File: src/rtl/comparador_pkg.sv
// Shared types and constants for the bit-serial comparator sequencer.
package comparador_pkg;

  typedef enum logic [1:0] {
    IDLE      = 2'd0,
    COMPARA   = 2'd1,
    RESULTADO = 2'd2
  } estado_t;

  localparam int WIDTH_DEF = 4;

  // Counter must hold values 0..w, hence w+1 codes.
  function automatic int calc_cw(input int w);
    return $clog2(w + 1);
  endfunction

endpackage

File: src/rtl/a_mayor_b.sv
// One-bit magnitude compare cell: out flags a>b, hab_out keeps the chain enabled on equal bits.
module a_mayor_b (
  input  logic hab_in,
  input  logic a,
  input  logic b,
  output logic out,
  output logic hab_out
);

  assign out     = hab_in & a & ~b;
  assign hab_out = hab_in & ~(a ^ b);

endmodule

File: src/rtl/comparador_serie_ctrl.sv
// Bit-serial A/B comparator: walks one a_mayor_b cell MSB-first and stops at the first differing bit.
module comparador_serie_ctrl
  import comparador_pkg::*;
#(
  parameter int WIDTH = WIDTH_DEF,
  parameter int CW    = calc_cw(WIDTH)
) (
  input  logic             clk,
  input  logic             rst_n,
  input  logic             in_valid,
  output logic             in_ready,
  input  logic [WIDTH-1:0] a,
  input  logic [WIDTH-1:0] b,
  output logic             out_valid,
  input  logic             out_ready,
  output logic             a_mayor,
  output logic             a_menor,
  output logic             iguales,
  output logic [CW-1:0]    ciclos
);

  localparam int IW = $clog2(WIDTH);

  estado_t          state_q, state_d;
  logic [IW-1:0]    idx_q, idx_d;
  logic [WIDTH-1:0] a_q, a_d, b_q, b_d;
  logic             a_mayor_q, a_mayor_d;
  logic             a_menor_q, a_menor_d;
  logic             iguales_q, iguales_d;
  logic             out_valid_q, out_valid_d;
  logic [CW-1:0]    ciclos_q, ciclos_d;

  logic hab_s, bit_a_s, bit_b_s, cell_out_s, cell_hab_out_s;

  assign hab_s   = (state_q == COMPARA);
  assign bit_a_s = a_q[idx_q];
  assign bit_b_s = b_q[idx_q];

  a_mayor_b u_celda (
    .hab_in  (hab_s),
    .a       (bit_a_s),
    .b       (bit_b_s),
    .out     (cell_out_s),
    .hab_out (cell_hab_out_s)
  );

  // Next-state and datapath update for the sequencer.
  always_comb begin
    state_d     = state_q;
    idx_d       = idx_q;
    a_d         = a_q;
    b_d         = b_q;
    a_mayor_d   = a_mayor_q;
    a_menor_d   = a_menor_q;
    iguales_d   = iguales_q;
    out_valid_d = out_valid_q;
    ciclos_d    = ciclos_q;
    case (state_q)
      IDLE: begin
        if (in_valid) begin
          a_d       = a;
          b_d       = b;
          idx_d     = IW'(WIDTH - 1);
          a_mayor_d = 1'b0;
          a_menor_d = 1'b0;
          iguales_d = 1'b0;
          ciclos_d  = {CW{1'b0}};
          state_d   = COMPARA;
        end else begin
          state_d = IDLE;
        end
      end
      COMPARA: begin
        ciclos_d = ciclos_q + CW'(1);
        // With hab_in high, hab_out low means this bit decides; out tells which way.
        if (!cell_hab_out_s) begin
          a_mayor_d   = cell_out_s;
          a_menor_d   = ~cell_out_s;
          out_valid_d = 1'b1;
          state_d     = RESULTADO;
        end else if (idx_q == {IW{1'b0}}) begin
          iguales_d   = 1'b1;
          out_valid_d = 1'b1;
          state_d     = RESULTADO;
        end else begin
          idx_d = idx_q - IW'(1);
        end
      end
      RESULTADO: begin
        if (out_ready) begin
          out_valid_d = 1'b0;
          state_d     = IDLE;
        end else begin
          state_d = RESULTADO;
        end
      end
      default: begin
        out_valid_d = 1'b0;
        state_d     = IDLE;
      end
    endcase
  end

  // State and datapath registers.
  always_ff @(posedge clk or negedge rst_n) begin
    if (!rst_n) begin
      state_q     <= IDLE;
      idx_q       <= IW'(WIDTH - 1);
      a_q         <= {WIDTH{1'b0}};
      b_q         <= {WIDTH{1'b0}};
      a_mayor_q   <= 1'b0;
      a_menor_q   <= 1'b0;
      iguales_q   <= 1'b0;
      out_valid_q <= 1'b0;
      ciclos_q    <= {CW{1'b0}};
    end else begin
      state_q     <= state_d;
      idx_q       <= idx_d;
      a_q         <= a_d;
      b_q         <= b_d;
      a_mayor_q   <= a_mayor_d;
      a_menor_q   <= a_menor_d;
      iguales_q   <= iguales_d;
      out_valid_q <= out_valid_d;
      ciclos_q    <= ciclos_d;
    end
  end

  assign in_ready  = (state_q == IDLE);
  assign out_valid = out_valid_q;
  assign a_mayor   = a_mayor_q;
  assign a_menor   = a_menor_q;
  assign iguales   = iguales_q;
  assign ciclos    = ciclos_q;

endmodule
File: config.mk
export PLATFORM = sky130hd
export DESIGN_NAME = comparador_serie_ctrl
export DESIGN_NICKNAME = d
export VERILOG_FILES = /design/src/rtl/comparador_pkg.sv /design/src/rtl/a_mayor_b.sv /design/src/rtl/comparador_serie_ctrl.sv
export SDC_FILE = /design/constraint.sdc
export NUM_CORES = 1
export LEC_CHECK = 0
export BUFFER_PORTS_ARGS = -buffer_cell sky130_fd_sc_hd__buf_2
export CAP_MARGIN = 20
export CORE_UTILIZATION = 46
export CTS_CLUSTER_SIZE = 10
export DETAILED_ROUTE_END_ITERATION = 6
export PLACE_DENSITY = 0.77
export SLEW_MARGIN = 0
export SYNTH_ARGS = -nofsm -noshare
export SYNTH_HDL_FRONTEND = slang
export SYNTH_SLANG_ARGS = --single-unit
File: constraint.sdc
create_clock -name clk -period 1.7 [get_ports clk]
set_input_delay 0.085 -clock clk [delete_from_list [all_inputs] [get_ports clk]]
set_output_delay 0.085 -clock clk [all_outputs]
set_load 0.02 [all_outputs]
* Word level (Yosys, flattened, before mapping)
Index checks and enable logic that the tools add are counted.
** Operators by class
- Add/subtract/negate cells :: 2
- Equality and inequality tests :: 9
- Bitwise operators :: 8
- Reductions and logical operators :: 9
- Muxes and demuxes :: 26
- Order comparisons :: 1
** Operator list (number)
- $mux 2 :: 6
- $ne 2x2->1 const B :: 6
- $mux 1 :: 10
- $reduce_and 4->1 :: 2
- $pmux 1 s2 :: 3
- $pmux 2 s3 :: 1
- $pmux 3 s2 :: 1
- $reduce_and 3->1 :: 2
- $bmux 1 s2 :: 2
- $logic_not 2->1 :: 2
- $not 1->1 :: 4
- $pmux 2 s2 :: 1
- $reduce_and 2->1 :: 2
- $add 3x1->3 const B :: 1
- $and 1x1->1 :: 3
- $lt 2x3->1 const B :: 1
- $mux 3 :: 1
- $ne 3x3->1 const B :: 1
- $pmux 1 s3 :: 1
- $eq 2x1->1 const B :: 1
- $eq 2x2->1 const B :: 1
- $reduce_bool 2->1 :: 1
- $sub 2x1->2 const B :: 1
- $xor 1x1->1 :: 1
** Storage, ports and cells
- Bits of input ports :: 12
- Output and inout bits :: 8
- Flip-flop bits (word level) :: 19

* Depth between registers and ports, before layout
- Depth after elaboration :: 7
- Gate-level depth with buffers :: 5
- Mapped depth without buffers :: 4

* Modules after synthesis
From an unflattened synthesis, not the netlist that was laid out.
** Second synthesis, totals
- Cell total of the unflattened synthesis :: 88
- Area total of the unflattened synthesis :: 932.1 µm²
** By module, submodules not included
- comparador_serie_ctrl :: instances 1, cells each 84, area each 909.6 µm², sequential area each 478.0 µm²
- a_mayor_b :: instances 1, cells each 4, area each 22.5 µm², sequential area each 0.0 µm²

* Least setup slack after synthesis
No wires, ideal clock.
- Kind :: reg-to-reg
- From :: register idx_q[0]
- To :: register idx_q[0]
- Setup slack :: -0.168 ns
- Stages on the path, launching flop included :: 5
- Data arrival time :: 1.793 ns
- Buffers on the path :: 0
- Required time :: 1.625 ns
- Cells stage by stage :: dfstp_2 mux4_1 xor2_1 or3_4 mux2i_1
** Between the ends
- Word-level cells in the longest chain between the ends :: 7
- Elaborated cells between the ends (all ways) :: 15
** RTL lines
- from (decl) :: RTL line comparador_serie_ctrl.sv:25 : logic [IW-1:0] idx_q, idx_d;
- from (signal assigned) :: RTL line comparador_serie_ctrl.sv:108 : idx_q <= IW'(WIDTH - 1);
- from (signal assigned) :: RTL line comparador_serie_ctrl.sv:118 : idx_q <= idx_d;
- $bmux 1 s2 (on tied branches) :: RTL line comparador_serie_ctrl.sv:36, comparador_serie_ctrl.sv:37
- $mux 1 (on tied branches) :: RTL line comparador_serie_ctrl.sv:36, comparador_serie_ctrl.sv:37
- $xor 1x1->1 :: RTL line a_mayor_b.sv:11 : assign hab_out = hab_in & ~(a ^ b);
- $not 1->1 :: RTL line a_mayor_b.sv:11
- $and 1x1->1 :: RTL line a_mayor_b.sv:11
- $ne 2x2->1 (no source line)
- $reduce_and 4->1 (no source line)
Several ways; a longest one is shown, not always the timed one. The select of a mux whose other input is x is not followed.
A chain may end at the register's enable or synchronous reset.

* Worst setup path after layout
- From :: register idx_q[0]
- To :: register idx_q[1]
The elaborated chain is that of the path after synthesis.

==> results.toml <==
[synthesis]
synth_cell_types = 20
synthMuxAreaShare_pct = 7.99
synth_cells = 90
ys_seq_elements = 19
synth_top_family_by_area = "simple AND/OR/NAND/NOR gates"
yosys_warnings = 0
synth_simple_gate_area_share_pct = 23.5
syn_area_sq_um = 861
synth_compound_area_share_pct = 5.67
yosysSeqAreaShare_pct = 55.5
yosys.area_share.adder_pct = 4.07
syn_area_per_cell_sq_um = 9.56
syn_nets = 104
yosys.area_share.xor_xnor_pct = 1.02

[timing]
final.setup.worst_slack_ns = -0.236
slew_violations = 0
relSlewSlack_pct = 65.0
hold_ws_ns = 0.0217
setup_viol = 6
clock.fmax_mhz = 517
clock_skew_ns = 0.00276
worstMarginPinSlew_ns = 0.523
rsz0062_at_grt = "true"
hold_viol_final = 0
period_share_pct = 114
timing.final.crit_period_ns = 1.94

[grt]
grt_pass1_wl_microns = 2830
grt_pass1_vias = 704
grt_usage_pct = 20.0
grt_max_degree = 20
globalRouteOverflowTotal = 0
antenna_found_initial = 0

[worst_hold_path]
holdPathStages = 4
hold_end = "state_q[1]$_DFFE_PN0P_"
hp-class = "input pin to flip-flop"
min_from = "out_ready"

[worst_setup_path]
endpoint_kind = "flip-flop"
ff2ff_setup_slack_ns = -0.24
path_max_fanout = 3
critPathArrivalTime_ns = 2.16
timing.rr.end = "idx_q[1]$_DFFE_PN1P_"
critPathRequiredTime_ns = 1.93
path_class = "flip-flop to flip-flop"
r2r_cells = 4
start_kind = "flip-flop"
reg2reg_from = "idx_q[0]$_DFFE_PN1P_"

[clock_network]
cts_tree = "yes"
htreeDepth = 1
path_clk_slew_ns = 0.11
worstSkewPairLatency_ns = 0.30
cts_sinks = 19
root_buffer = "clkbuf_4"
clockBufferDepth = 2
numCtsBuffers = 3

[placed_design]
gp_congestion = 0.766
dp_hpwl_microns = 1160
io_buffers = 19
placedCellCount = 134
place_area_sq_um = 991
pre_cts_ws_ns = -0.254

[cells_and_area]
finalNonFillerCells = 149
design_area_sq_mm = 0.00113
finalNetCount = 139
final_cell_mix = "37 x nand2_1, 19 x buf_2, 17 x dfrtp_1, 9 x dlygate4sd3_1, 6 x nor2_1"
antenna_cells = 0
final_common_cell = "nand2_1"
final_layout_size_suffix_gt1_share_pct = 27.4
synthToLayoutAreaGrowth_pct = 31.4

[routing]
avgViaCountPerCell = 4.74
drt-initial-drc-count = 6
num_vias = 706
drc = 0
ant_nets = 0
routedWlPerCell_microns = 11.5
routed_wl_microns = 1720
first_pass_iters = 5

[die]
row_count = 15
io_pins = 20
fp.dieH_microns = 45.3
initial_core_util_pct = 49.3
core_sq_mm = 0.00175
die-area_sq_mm = 0.00205
die_x_microns = 45.3

[power_and_ir_drop]
ir_drop_v = 0.000801
p_per_area_mw_per_mm2 = 1830
cellLeakagePower_nw = 0.605

[run_status]
outcome = "finished with violations"
violations = "negative setup slack"

[flow_run]
maxCapViolations = 0
## cells in the mapped netlist
cell	count	area (sq um)
a21oi_1	2	10.0
a22o_1	1	8.76
clkbuf_1	2	7.51
dfrtp_1	17	425
dfstp_2	2	52.6
ha_1	2	25.0
inv_1	3	11.3
maj3_1	1	10.0
mux2i_1	2	20.0
mux4_1	1	26.3
mux4_2	1	22.5
nand2_1	37	139
nand2b_1	1	6.26
nand3_1	2	10.0
nor2_1	6	22.5
nor2b_1	1	6.26
nor3b_1	1	7.51
o21ai_0	6	30.0
or3_4	1	11.3
xor2_1	1	8.76
## worst max-delay path: stages, from the launching register on
cell and delay [ns]:
dfstp_2 0.58, mux4_2 0.52, xor2_1 0.19, or3_4 0.36
mux2i_1 0.20
## where the power goes
| part | internal [W] | switching [W] | leakage (nW) | total [W] |
|---|---|---|---|---|
| registers | 0.000667 | 0.000145 | 0.236 | 0.000812 |
| clock network | 0.0000879 | 0.000144 | 0.0177 | 0.000232 |
| logic | 0.000464 | 0.000562 | 0.351 | 0.00103 |
## layer usage
metal / GRT usage [%] / vias up / wire (microns)
met1: 23.6 / 315 / 754
met4: 14.5 / 0 / 66
met2: 33.3 / 25 / 827
met5: 0 / - / 0
met3: 2.40 / 8 / 70
li1: - / 358 / -
## area by class of cell
type	instances	area (sq um)
clock buffers	3	22.5
clock inverters	1	5.00
fillers	148	614
inverters	3	11.3
multi-input cells	66	368
flip-flops and latches	19	478
well taps	25	31.3
repair buffers	32	215
## through the flow
| stage | util (%) | total power [W] | TNS [ns] |
|---|---|---|---|
| 2_1_floorplan | - | 0.00145 | -0.360 |
| 3_3_place_gp | 56.8 | 0.00170 | -0.686 |
| 3_5_place_dp | 56.8 | 0.00176 | -0.997 |
| 4_1_cts | 64.6 | 0.00206 | -0.722 |
| 5_1_grt | 64.8 | 0.00225 | -1.19 |
| 6_report | 64.8 | 0.00207 | -0.739 |
## repair_timing
item	CTS	global route
hold buffers	9	0
gates resized for setup	2	2
endpoints found under the hold margin	25	0
pin swaps	0	1
endpoints found under the setup margin	7	8
setup buffers	2	0
## sequential cells by signal (all words and copies together), names as in the netlist
name and count:
a_mayor 1, a_menor 1, a_q 4, b_q 4, ciclos 3, idx_q 2
iguales 1, out_valid 1, state_q 2
## how the worst max path moves through the flow
stage | startpoint | endpoint | depth (start not counted)
after CTS | idx_q[0]$_DFFE_PN1P_ | idx_q[1]$_DFFE_PN1P_ | 4
final | idx_q[0]$_DFFE_PN1P_ | idx_q[1]$_DFFE_PN1P_ | 4
after global placement | idx_q[0]$_DFFE_PN1P_ | idx_q[0]$_DFFE_PN1P_ | 4
after global routing | idx_q[0]$_DFFE_PN1P_ | idx_q[1]$_DFFE_PN1P_ | 4
after detailed placement | idx_q[0]$_DFFE_PN1P_ | idx_q[1]$_DFFE_PN1P_ | 4
after floorplan | idx_q[0]$_DFFE_PN1P_ | idx_q[0]$_DFFE_PN1P_ | 4
## logic make-up (layout without fill, tap and decap cells)
group           Yosys count  in the layout
compound gates            9              9
flops                    19             19
mux                       4              4
buf+inv                   5             39
simple gates             49             49
fa+ha+maj                 3              3
xor+xnor                  1              1
Power figures use the tool's default switching activity.
